$ cat config.mk
export PLATFORM = sky130hd
export DESIGN_NAME = slave_resp_mux
export DESIGN_NICKNAME = d
export VERILOG_FILES = /design/src/rtl/slave_resp_mux.sv
export SDC_FILE = /design/constraint.sdc
export NUM_CORES = 1
export LEC_CHECK = 0
export BUFFER_PORTS_ARGS = -buffer_cell sky130_fd_sc_hd__buf_2
export CELL_PAD_IN_SITES_DETAIL_PLACEMENT = 0
export CELL_PAD_IN_SITES_GLOBAL_PLACEMENT = 1
export CORE_MARGIN = 3
export CORE_UTILIZATION = 26
export DETAILED_ROUTE_END_ITERATION = 16
export PLACE_DENSITY = 0.84
export SLEW_MARGIN = 20
export SYNTH_ARGS = -nofsm -noshare
export SYNTH_HDL_FRONTEND = slang
export SYNTH_SLANG_ARGS = --single-unit
$ cat constraint.sdc
create_clock -name clk -period 4.2 [get_ports clk]
set_clock_uncertainty 0.2 [all_clocks]
set_input_delay 0.63 -clock clk [delete_from_list [all_inputs] [get_ports clk]]
set_output_delay 0.63 -clock clk [all_outputs]
set_load 0.01 [all_outputs]
$ cat src/rtl/slave_resp_mux.sv
// Registered slave read-return mux: latches the selected slave per request, waits for its
// ready, and returns a registered data word plus a one-cycle ready strobe and error code.
module slave_resp_mux #(
    parameter int N_SLAVES = 8,
    parameter int DATA_W   = 32,
    parameter int TIMEOUT  = 255,
    parameter int CNT_W    = 8
) (
    input  logic                       clk,
    input  logic                       reset,
    input  logic                       m_req,
    input  logic [N_SLAVES-1:0]        s_cs,
    input  logic [N_SLAVES-1:0]        s_ready,
    input  logic [N_SLAVES*DATA_W-1:0] s_rd_data,
    output logic [DATA_W-1:0]          m_rd_data,
    output logic                       m_ready,
    output logic [1:0]                 m_err,
    output logic                       busy
);

    localparam int IDX_W = (N_SLAVES > 1) ? $clog2(N_SLAVES) : 1;

    localparam logic [0:0] ST_IDLE = 1'b0;
    localparam logic [0:0] ST_WAIT = 1'b1;

    localparam logic [1:0] ERR_OK      = 2'b00;
    localparam logic [1:0] ERR_TIMEOUT = 2'b01;
    localparam logic [1:0] ERR_ILLEGAL = 2'b10;

    // Expiry fires at TIMEOUT-1, so the counter never needs to wrap.
    localparam bit              WDOG_EN  = (TIMEOUT != 0);
    localparam logic [CNT_W-1:0] CNT_LAST = (TIMEOUT == 0) ? '0 : CNT_W'(TIMEOUT - 1);

    logic [0:0]       state;
    logic [CNT_W-1:0] cnt;
    logic [IDX_W-1:0] sel_idx;

    logic [0:0]        nxt_state;
    logic [CNT_W-1:0]  nxt_cnt;
    logic [IDX_W-1:0]  nxt_idx;
    logic              nxt_ready;
    logic [1:0]        nxt_err;
    logic [DATA_W-1:0] nxt_data;

    logic              cs_none;
    logic              cs_multi;
    logic [IDX_W-1:0]  cs_idx;
    logic [IDX_W-1:0]  act_idx;
    logic              act_ready;
    logic [DATA_W-1:0] act_data;

    // Chip-select classification: a set bit surviving x & (x-1) means two or more are set.
    assign cs_none  = ~|s_cs;
    assign cs_multi = |(s_cs & (s_cs - N_SLAVES'(1)));

    always_comb begin
        cs_idx = '0;
        for (int i = 0; i < N_SLAVES; i++) begin
            if (s_cs[i]) cs_idx = IDX_W'(i);
        end
    end

    // In IDLE the fast path looks at the slave being selected right now;
    // in WAIT only the latched slave is observed.
    assign act_idx = (state == ST_IDLE) ? cs_idx : sel_idx;

    always_comb begin
        act_ready = 1'b0;
        act_data  = '0;
        for (int i = 0; i < N_SLAVES; i++) begin
            if (act_idx == IDX_W'(i)) begin
                act_ready = s_ready[i];
                act_data  = s_rd_data[i*DATA_W +: DATA_W];
            end
        end
    end

    always_comb begin
        // NOTE: every signal gets a default before any branch so no latch is inferred.
        nxt_state = state;
        nxt_cnt   = cnt;
        nxt_idx   = sel_idx;
        nxt_ready = 1'b0;
        nxt_err   = m_err;
        nxt_data  = m_rd_data;

        case (state)
            ST_IDLE: begin
                if (m_req && !cs_none) begin
                    if (cs_multi) begin
                        nxt_ready = 1'b1;
                        nxt_err   = ERR_ILLEGAL;
                        nxt_data  = '0;
                    end else begin
                        nxt_idx = cs_idx;
                        if (act_ready) begin
                            nxt_ready = 1'b1;
                            nxt_err   = ERR_OK;
                            nxt_data  = act_data;
                        end else begin
                            nxt_state = ST_WAIT;
                            nxt_cnt   = '0;
                        end
                    end
                end
            end

            ST_WAIT: begin
                // Ready wins over a simultaneous watchdog expiry.
                if (act_ready) begin
                    nxt_ready = 1'b1;
                    nxt_err   = ERR_OK;
                    nxt_data  = act_data;
                    nxt_state = ST_IDLE;
                end else if (WDOG_EN && (cnt == CNT_LAST)) begin
                    nxt_ready = 1'b1;
                    nxt_err   = ERR_TIMEOUT;
                    nxt_data  = '0;
                    nxt_state = ST_IDLE;
                end else if (WDOG_EN) begin
                    nxt_cnt = cnt + CNT_W'(1);
                end
            end

            default: nxt_state = ST_IDLE;
        endcase
    end

    always_ff @(posedge clk) begin
        // NOTE: state registers use non-blocking assignments so every flop sees pre-edge values.
        if (!reset) begin
            state     <= ST_IDLE;
            cnt       <= '0;
            sel_idx   <= '0;
            m_ready   <= 1'b0;
            m_err     <= ERR_OK;
            m_rd_data <= '0;
            busy      <= 1'b0;
        end else begin
            state     <= nxt_state;
            cnt       <= nxt_cnt;
            sel_idx   <= nxt_idx;
            m_ready   <= nxt_ready;
            m_err     <= nxt_err;
            m_rd_data <= nxt_data;
            busy      <= (nxt_state == ST_WAIT);
        end
    end

endmodule

# Yosys cells after proc, flatten, opt, wreduce, memory -nomap -nowiden
# Cells that the tools add are included.
# totals
ff_bits	47
latchBits	0
ram_bits	0
mem_bits_ro	0
inputBits	275
output_inout_bits	36
wordCells	87
memories	0
# classes
n_addsub	2
n_mul	0
div_mod_pow	0
magnitude_cmp	0
n_eq_ne	15
shifts	0
n_mux	54
bitwise	3
reduce_logical	7
# ops
cell	n
$mux W32	13
$pmux W32 S2	1
$mux W8	5
$mux W1	19
$pmux W8 S2	1
$reduce_or A8 Y1	2
$mux W3	5
$mux W2	7
$eq A3 B3 Y1 const B	4
$add A8 B1 Y8 const B	1
$and A8 B8 Y8	1
$eq A8 B8 Y1 const B	1
$ne A2 B2 Y1 const B	4
$sub A8 B1 Y8 const B	1
$eq A3 B2 Y1 const B	2
$reduce_and A3 Y1	2
$reduce_and A5 Y1	1
$pmux W1 S2	2
$pmux W2 S2	1
$eq A3 B1 Y1 const B	1
$logic_not A3 Y1	1
$ne A3 B1 Y1 const B	1
$ne A3 B3 Y1 const B	1
$ne A2 B1 Y1 const B	1
2 further kinds	3

# Depth between registers and ports, before layout
# depth
depth_word	21
ltp_mapped	11

# Worst setup path after synthesis
# OpenSTA, ideal clock, no wires.
# synth_path
path_kind	in2reg
startpoint	in s_cs[6]
endpoint	reg m_rd_data[19]
setup_ns	0.059
t_arrival_ns	2.963
required_ns	3.941
slack_ns	0.978
path_stages	11
cell_sequence	buf_6 -> or4_4 -> buf_6 -> mux2i_4 -> a211oi_2 -> o22ai_2 -> o221a_2 -> nand2_2 -> a2111oi_4 -> buf_6 -> a22o_1
# synth_via
elab_chain_len	16
elab_cells_between_ends	41
classes_between	add/sub (1); eq/ne (10); mux (24); bitwise (1); reduce/logical (5)
# synth_lines
element	line_no	rtl
start, declared	12	input logic [N_SLAVES-1:0] s_cs,
$mux W3 (2 in series)	59	if (s_cs[i]) cs_idx = IDX_W'(i);
$mux W3	65	assign act_idx = (state == ST_IDLE) ? cs_idx : sel_idx;
$logic_not A3 Y1	71	if (act_idx == IDX_W'(i)) begin
$mux W32 (8 in series)	71	
$mux W32	96	if (act_ready) begin
$mux W32	90	if (cs_multi) begin
$mux W32	89	if (m_req && !cs_none) begin
$pmux W32 S2	87	case (state)
end signal, assigned	145	m_rd_data <= nxt_data;
end, declared	15	output logic [DATA_W-1:0] m_rd_data,
# Parallel ways exist; a longest one is shown, timed or not. The select of a mux whose other input is x is not followed.
# A chain may end at the register's enable or synchronous reset.

# Final worst setup path
# layout_path
startpoint	reg state
endpoint	reg m_rd_data[12]
# layout_via
elab_chain_len	14
elab_cells_between_ends	35
classes_between	eq/ne (10); mux (22); bitwise (1); reduce/logical (2)
# layout_lines
element	line_no	rtl
start, declared	34	logic [0:0] state;
start signal, assigned	140	state <= nxt_state;
$mux W3	65	
$logic_not A3 Y1	71	
$mux W32 (8 in series)	71	
$mux W32	96	
$mux W32	90	
$mux W32	89	
$pmux W32 S2	87	
# Parallel ways exist; a longest one is shown, timed or not. The select of a mux whose other input is x is not followed.

==> results.toml <==
[placement]
dp_slack_ns = 0.5911
place_inst = 1038
dpl.hpwl_mm = 15.92
numPortBuffers = 310
gp_congestion = 0.9086

[cts]
clock_path_buffers = 2
clkSinkCount = 47
cts_tree = "done"
htreeDepth = 2
clk_latency_ns = 0.29
hold_buffers = 0
cts-root-buf = "clkbuf_16"
cts_setup_buffers = 0
cts_buffers = 5
cts.clk_slew.worst_paths_ns = 0.07
post_cts_resized = 0

[floorplan]
std_cell_rows = 44
start_util = 0.2721
coreArea_um2 = 14860
die_h_um = 130.7
die_w_um = 130.7
dieArea_um2 = 17090
io-pin-count = 311

[logic_synthesis]
synth_edf_count = 0
yosysWarnings = 0
yosysUniqueCellTypes = 63
ys_ff_latch = 47
syn_area_um2 = 4044
syn_nets = 846
async_flop_share = 0
yosys.area.top_type = "dfxtp_1"
synth.top_cell.area_share = 0.2327
synth_area_per_cell_um2 = 7.107
yosysSeqAreaShare = 0.2327
netlist_instances = 569
synthTopCellsByArea = "dfxtp_1 23%, a21oi_1 12%, nand2_1 9.2%, a22o_1 8.9%, a221oi_1 4.8%"
ys.flop_type = "dfxtp_1"

[critical_path]
endpoint_kind = "flip-flop"
worstPathRequired_ns = 4.24
cp-startpoint = "state"
worstSetupPathType = "flip-flop to flip-flop"
rr_worst_depth = 9
critPathArrivalTime_ns = 3.57
cp_max_fo = 32
crit-reg2reg-launch = "state"
critPathLaunchType = "flip-flop"

[pwr]
pwr_density_cell_nw_per_um2 = 226.7
ir_drop_mv = 0.1819
power_uw = 1361
total_leakage_power_uw = 0.002842

[grt]
grt_util_all_layers = 0.2199
overflow = 0
grt_pass1_vias = 5406
grt_max_degree = 38
grt_util_met3 = 0.05041
antenna_found_initial = 1
busiest_layer = "met2"
grt_pass1_wl_mm = 29.06
use_met2 = 0.3852
met1_usage = 0.2672

[detailed_routing]
remaining_drc_errors = 0
vias_per_cell = 5.532
vias = 5786
dr.pass1.iters = 5
drt-initial-drc-count = 357
ant_nets = 0
postRouteWirelength_mm = 20.62
wl_per_cell_um = 19.72

[worst_hold_path]
hold-path-cell-count = 1
min-delay-start = "m_rd_data[7]"
hp-class = "flip-flop to flip-flop"

[sta]
rsz0062_at_grt = "false"
finalSetupViolCount = 0
whs_ns = 0.2804
post-route-period-util = 0.8395
min_period_ns = 3.526
drv_slew = 0
finalWorstSetupSlack_ns = 0.6741
maxSlewHeadroom = 0.4780
hold_violations = 0
max_freq_mhz = 283.6
tightest_slew_ns = 0.7764
fin_setup_tns_ns = 0

[layout]
nFillCells = 1620
final_cell_count_no_fill = 1046
drive_above_1_share = 0.4188
fin_nets = 1138
area_delta_synth_final_pct = 48.45
diodes = 0

[status]
status = "finished clean"

[run]
max_cap_viol_count = 0
[power breakdown]
group	switching (uW)	total [uW]	internal, uW
Clock	186	470	283
Combinational	240	439	199
Sequential	3.19	452	449
[cell usage in the layout, fill, tap and decap left out, types with 4 or more instances in the layout]
cell / synthesis / final
dfxtp_1: 47 / 47
nand3_1: 32 / 32
a211oi_1: 9 / 9
nand2_1: 99 / 97
o21ai_0: 28 / 28
inv_1: 4 / 4
o221ai_1: 12 / 12
nor3_1: 7 / 7
a22oi_1: 17 / 17
mux2i_1: 10 / 10
buf_4: 0 / 22
o211ai_1: 4 / 4
nor2_1: 20 / 17
a21oi_1: 99 / 98
buf_2: 3 / 310
xor2_1: 5 / 5
a221oi_1: 22 / 22
clkbuf_16: 0 / 5
a22o_1: 41 / 41
[area by class of cell]
cell class	instances	area, um^2	share of cell area
multi-input cells	469	2905	0.4840
clock inverters	3	46.29	0.007712
clock buffers	5	125.1	0.02084
repair buffers	333	1737	0.2893
inverters	5	18.77	0.003126
flip-flops and latches	47	940.9	0.1567
well taps	184	230.2	0.03835
[cells by family after synthesis]
| kind of cell | after synthesis | synth area share |
|---|---|---|
| adders and majority gates | 3 | 0.008662 |
| muxes | 13 | 0.03589 |
| buffers and inverters | 53 | 0.05940 |
| DFF | 47 | 0.2327 |
| and+or+nand+nor | 186 | 0.2073 |
| AOI/OAI and AO/OA | 262 | 0.4452 |
| xor gates and xnor gates | 5 | 0.01083 |
[cells in the mapped netlist (all sizes together) (4+ instances only)]
cell type,count
o221ai,12
a22o,41
dfxtp,47
a221oi,22
clkbuf,35
buf,13
a211oi,10
o21ai,31
xor2,5
a21oi,99
mux2i,11
inv,4
nand2,100
nand3,32
a22oi,17
nor2,20
o211ai,4
nor3,7
[state kept, by name (all words and copies together), names as in the netlist]
name	flops
cnt	8
m_err	2
m_ready	1
state	1
sel_idx	3
m_rd_data	32
[metrics by stage]
step | util | instance area, um^2
6_report | 0.4039 | 6003
2_1_floorplan | - | 4044
3_5_place_dp | 0.3923 | 5832
5_1_grt | 0.4039 | 6003
4_1_cts | 0.4039 | 6003
3_3_place_gp | 0.3923 | 5832
[path summary, 6_finish.rpt]
| check | to | slack (ns) |
|---|---|---|
| worst min-delay path | m_rd_data[7] | 0.28 |
| worst min register to register | m_rd_data[7] | 0.28 |
| worst max-delay path | m_rd_data[12] | 0.67 |
| worst max register to register | m_rd_data[12] | 0.67 |
[critical path, cell delays in order, from the launching register on]
cell	delay (ns)
dfxtp_1	0.82
nor2b_1	0.14
a21oi_1	0.34
and2_2	0.54
buf_4	0.47
a221oi_1	0.10
a211oi_1	0.53
a21oi_1	0.07
o21ai_0	0.10
a22o_1	0.13
[metal layers]
metal | share of wire | up-vias | wire [um]
li1 | - | 2780 | -
met2 | 0.48 | 342 | 9956
met5 | 0.00063 | - | 13
met3 | 0.094 | 33 | 1934
met4 | 0.026 | 2 | 530
met1 | 0.40 | 2629 | 8187
No activity file was read; power rests on OpenSTA's default activity.
